**src/rtl/cpu_pkg.sv**
```systemverilog
// Shared definitions for the 8-bit CPU front end.
//   ADDR_W / IMEM_DEPTH : PC width and instruction memory depth (power of 2)
//   OP_*, IMM6_*        : instruction field positions; OP_JUMP marks a fetch-resolved jump
//   PC_MASK             : reduces any PC modulo IMEM_DEPTH
//   ifid_t              : IF/ID pipeline register contents
package cpu_pkg;
  localparam int ADDR_W     = 8;
  localparam int IMEM_DEPTH = 32;

  localparam int OP_MSB   = 7;
  localparam int OP_LSB   = 6;
  localparam int IMM6_MSB = 5;
  localparam int IMM6_LSB = 0;

  localparam logic [1:0]        OP_JUMP = 2'b11;
  localparam logic [ADDR_W-1:0] PC_MASK = ADDR_W'(IMEM_DEPTH - 1);

  typedef struct packed {
    logic              valid;
    logic [7:0]        instr;
    logic [ADDR_W-1:0] pc;
  } ifid_t;
endpackage

```
**src/rtl/pc_next.sv**
```systemverilog
// Next-PC computation for fetch. Pure combinational.
//   pc      in  current fetch address
//   instr   in  byte fetched from pc
//   next_pc out pc+1, or pc+1+sext(imm6) for JUMP, reduced mod IMEM_DEPTH
module pc_next
  import cpu_pkg::*;
(
  input  logic [ADDR_W-1:0] pc,
  input  logic [7:0]        instr,
  output logic [ADDR_W-1:0] next_pc
);
  logic              is_jump;
  logic [ADDR_W-1:0] imm_ext;
  logic [ADDR_W-1:0] offs;
  logic [ADDR_W-1:0] sum;

  always_comb begin
    is_jump = (instr[OP_MSB:OP_LSB] == OP_JUMP);
    imm_ext = {{(ADDR_W-6){instr[IMM6_MSB]}}, instr[IMM6_MSB:IMM6_LSB]};
    offs    = is_jump ? imm_ext : '0;
    // Sum wraps in ADDR_W bits first; the mask then folds it into memory range.
    sum     = pc + ADDR_W'(1) + offs;
    next_pc = sum & PC_MASK;
  end
endmodule

```
**src/rtl/fetch_unit.sv**
```systemverilog
// Instruction-fetch stage: owns the PC, reads instruction memory combinationally,
// captures the byte into the IF/ID register and hands it to decode via valid/ready.
// Jumps are resolved here so a taken jump adds no bubble; redirects from later
// stages override everything and flush the IF/ID register.
//   clk, rst_n      clock, async active-low reset
//   pc_addr         instruction memory read address (current PC)
//   imem_instr      byte at pc_addr, same cycle
//   redirect_valid  / redirect_pc : PC override from later stages
//   id_valid/id_ready/id_instr/id_pc : IF/ID handshake to decode
//   fetch_count     saturating count of accepted handshakes
module fetch_unit
  import cpu_pkg::*;
#(
  parameter int CNT_W = 16
) (
  input  logic              clk,
  input  logic              rst_n,
  output logic [ADDR_W-1:0] pc_addr,
  input  logic [7:0]        imem_instr,
  input  logic              redirect_valid,
  input  logic [ADDR_W-1:0] redirect_pc,
  output logic              id_valid,
  input  logic              id_ready,
  output logic [7:0]        id_instr,
  output logic [ADDR_W-1:0] id_pc,
  output logic [CNT_W-1:0]  fetch_count
);
  logic [ADDR_W-1:0] pc_q, pc_d;
  ifid_t             ifid_q, ifid_d;
  logic [CNT_W-1:0]  cnt_q, cnt_d;
  logic [ADDR_W-1:0] next_pc;
  logic              load;
  logic              hs;

  pc_next u_pc_next (
    .pc      (pc_q),
    .instr   (imem_instr),
    .next_pc (next_pc)
  );

  always_comb begin
    load   = !ifid_q.valid || id_ready;
    hs     = ifid_q.valid && id_ready;
    pc_d   = pc_q;
    ifid_d = ifid_q;
    cnt_d  = cnt_q;

    // A handshake still counts when a redirect flushes the register that edge.
    if (hs && (cnt_q != '1)) cnt_d = cnt_q + CNT_W'(1);

    if (redirect_valid) begin
      pc_d         = redirect_pc & PC_MASK;
      ifid_d.valid = 1'b0;
    end else if (load) begin
      ifid_d.valid = 1'b1;
      ifid_d.instr = imem_instr;
      ifid_d.pc    = pc_q;
      pc_d         = next_pc;
    end
  end

  always_ff @(posedge clk or negedge rst_n) begin
    if (!rst_n) begin
      pc_q   <= '0;
      ifid_q <= '0;
      cnt_q  <= '0;
    end else begin
      pc_q   <= pc_d;
      ifid_q <= ifid_d;
      cnt_q  <= cnt_d;
    end
  end

  assign pc_addr     = pc_q;
  assign id_valid    = ifid_q.valid;
  assign id_instr    = ifid_q.instr;
  assign id_pc       = ifid_q.pc;
  assign fetch_count = cnt_q;
endmodule

```
**config.mk**
```make
export PLATFORM = sky130hd
export DESIGN_NAME = fetch_unit
export DESIGN_NICKNAME = d
export VERILOG_FILES = /design/src/rtl/cpu_pkg.sv /design/src/rtl/pc_next.sv /design/src/rtl/fetch_unit.sv
export SDC_FILE = /design/constraint.sdc
export NUM_CORES = 1
export LEC_CHECK = 0
export CORE_ASPECT_RATIO = 1.5
export CORE_MARGIN = 2
export CORE_UTILIZATION = 50
export CTS_CLUSTER_SIZE = 12
export DETAILED_ROUTE_END_ITERATION = 10
export PLACE_DENSITY_LB_ADDON = 0.3
export RECOVER_POWER = 100
export SYNTH_ARGS = -nofsm -noshare
export SYNTH_HDL_FRONTEND = slang
export SYNTH_HIERARCHICAL = 1
export SYNTH_SLANG_ARGS = --single-unit
export TNS_END_PERCENT = 10
```
**constraint.sdc**
```tcl
create_clock -name clk -period 4.6 [get_ports clk]
set_input_delay 1.38 -clock clk [delete_from_list [all_inputs] [get_ports clk]]
set_output_delay 1.38 -clock clk [all_outputs]
set_load 0.05 [all_outputs]
```
==> metrics.md <==
| Metric | Value |
|---|---|
| Post-cts sizing count | `0` |
| Multi-input gate area | `875 µm²` |
| Routed wire length | `4300 µm` |
| Vias in the first global route | `1577` |
| CP Data Arrival Time | `3.64 ns` |
| Status | `finished with violations` |
| Final hold slack | `0.503 ns` |
| Failing checks | `capacitance limit, slew limit` |
| Hold_buf cts | `0` |
| Final setup TNS | `0 ns` |
| Sw Pwr | `469 µW` |
| Fin nets | `253` |
| Dominant synthesized flop cell | `dfrtp_1` |
| Combinational share of power | `0.394` |
| Top Family by Delay on Critical Path | `simple AND/OR/NAND/NOR gates` |
| Most frequent cells in the layout | `44 x dlygate4sd3_1, 41 x dfrtp_1, 17 x mux2_2` |
| Setup CP Type | `in -> reg` |
| Num CTS Buffers | `5` |
| Slowest cell on crit path | `nor2_1` |
| Internal power | `681 µW` |
| Core Rows | `28` |
| Hold Crit Class | `reg -> reg` |
| Die area | `4500 µm²` |
| Finished Core Util | `0.680` |
| Final ANT Viol Nets | `0` |
| Fin. Hold Viols | `0` |
| Number of fill cells | `320` |
| Layout area overhead | `33.1%` |
| Total global routing track utilization | `0.202` |
| Worst-Skew Late Latency | `0.28 ns` |
| Sw Ratio | `0.408` |
| RSZ-0062 raised after global routing | `false` |
| # IOs | `61` |
| Initial antenna violation count | `0` |
| Antenna fix cells | `0` |
| Post-DR wirelength/cell | `15.8 µm` |
| Seq/Total Area, Yosys | `0.517` |
| Gate count of the mapped netlist | `167` |
| Clk_skew | `0.00696 ns` |
| First-pass DRT Iterations | `4` |
| Critical path cell sequence | `dlygate4sd3_1, nor2_1, mux2_2` |
| Critical Path Max Stage Delay | `1.09 ns` |
| Total core area | `3890 µm²` |
| DRC errors left | `0` |
| Number of DRC markers in iteration 0 | `39` |
| Die boundary height | `81.2 µm` |
| Commonest non-fill, non-tap cell in the layout | `dlygate4sd3_1` |
| Grt total ovfl | `0` |
| Yosys warnings | `6` |
| Worst setup SP type | `primary input` |
| CP Buf/Inv Count | `1` |
| Final Critical Period | `3.47 ns` |
| Reg power frac | `0.415` |
| # port buffers | `57` |
| Critical path fanouts, max | `16` |
| CTS tree | `yes` |
| Sink Count | `41` |
| Postcts setup bufs | `0` |
| Crit share post-route | `0.755` |
| Post-synth EDFFs | `0` |
| Final GP Congestion | `0.823` |
| F_max | `288 MHz` |
| Vias | `1459` |
| Share of layout cells above drive strength 1 | `0.110` |
| Starting Density | `0.511` |
| H-tree depth | `2` |
| Worst Setup End Kind | `flop` |
| Worst-case clock buffer depth | `2` |
| Max Slew Vio Count | `42` |
| Max-slew headroom | `-0.426` |
| Peak supply drop | `447 µV` |
| Library cells used by synthesis | `33` |
| Pin count of the biggest net entering global routing | `42` |
| Clk slew on worst S/H paths | `0.07 ns` |
| Pleak | `0.00130 µW` |
| Count of final setup violators | `0` |
| First-pass GRT wire length | `7180 µm` |
| Chip Width | `55.5 µm` |
| Max_cap viols | `1` |
| Critical Path RT | `4.76 ns` |
| Post-synth ARST share | `1.00` |
| Clock power share | `0.192` |
| Syn avg cell area | `11.9 µm²` |
| HPWL after detailed placement | `3260 µm` |
| Vias per cell | `5.34` |
| Reg area | `1030 µm²` |
| CTS root buffer | `clkbuf_8` |
| Power Dens Cells | `435 nW/µm²` |
| Slew @ Worst Pin | `2.14 ns` |
| Synthesized flop and latch total | `41` |
| Post-Syn Area | `1990 µm²` |
[synthesized netlist by cell type (2+ instances only)]
master | n | area, µm²
nor2_1 | 6 | 22.5
xor2_1 | 14 | 123
buf_2 | 2 | 10.0
nor3b_1 | 2 | 15.0
nor2_2 | 2 | 12.5
clkbuf_1 | 2 | 7.51
nand2_1 | 10 | 37.5
buf_4 | 3 | 22.5
dfrtp_1 | 41 | 1030
inv_1 | 9 | 33.8
nand4_1 | 3 | 18.8
a21o_1 | 2 | 15.0
nor4_1 | 3 | 18.8
mux2i_1 | 8 | 80.1
nand3_1 | 7 | 35.0
ha_1 | 5 | 62.6
nor3_1 | 7 | 35.0
xnor2_1 | 5 | 43.8
and4_1 | 2 | 17.5
and3_1 | 2 | 12.5
mux2_2 | 16 | 180
o21ai_0 | 5 | 25.0
[path summary, 6_finish.rpt]
| check | from | end | slack [ns] | cells past startpoint |
|---|---|---|---|---|
| worst max-delay path | redirect_valid | id_instr[1] | 1.13 | 3 |
| worst min-delay path | id_pc[5] | id_pc[5] | 0.50 | 1 |
| worst max register to register | id_valid | id_instr[1] | 2.32 | 4 |
| worst min register to register | id_pc[5] | id_pc[5] | 0.50 | 1 |
| max in group asynchronous | rst_n | id_instr[2] | 1.66 | 1 |
| min in group asynchronous | rst_n | pc_addr[2] | 1.71 | 1 |
[cell type report]
cell class,count,share of cell area
clock buffer,8,0.0303
inverter,9,0.0128
multi-input combinational,112,0.331
sequential,41,0.388
tap,45,0.0213
timing repair buffer,58,0.216
[cells by family after synthesis]
logic type	Yosys count	synth area share
flip-flops	41	0.517
adder cells (fa/ha/maj)	6	0.0416
XOR/XNOR	19	0.0838
AND/OR/NAND/NOR	50	0.153
buffers and inverters	16	0.0372
multiplexers	25	0.139
AO/OA/AOI/OAI	9	0.0271
other	1	0.00189
[state kept, by name, indices dropped and copies added (netlist names)]
name         flops
fetch_count     16
pc_addr          8
id_valid         1
id_pc            8
id_instr         8
[power groups by stage]
stage	sequential (µW)	clock [µW]	combinational, µW
detailed placement	486	0	481
global route	487	244	475
finish	477	220	453
global placement	481	0	472
CTS	480	227	483
floorplan	679	0	115
[layer usage]
layer | vias to the layer above | share of wire | track usage
li1 | 689 | - | -
met1 | 711 | 0.38 | 0.212
met2 | 49 | 0.55 | 0.385
met3 | 10 | 0.045 | 0.0494
met4 | 0 | 0.020 | 0.0829
met5 | - | 0 | 0
[metrics by stage]
stage          cell area [µm²]  worst slack [ns]  cells  power [µW]
3_5_place_dp              2580              1.19    265         967
6_report                  2640              1.13    273        1150
4_1_cts                   2660              1.46    273        1190
5_1_grt                   2640              1.06    273        1210
2_1_floorplan             1990              1.91    169         794
3_3_place_gp              2580              1.20    265         953
No activity file was read; power rests on OpenSTA's default activity.
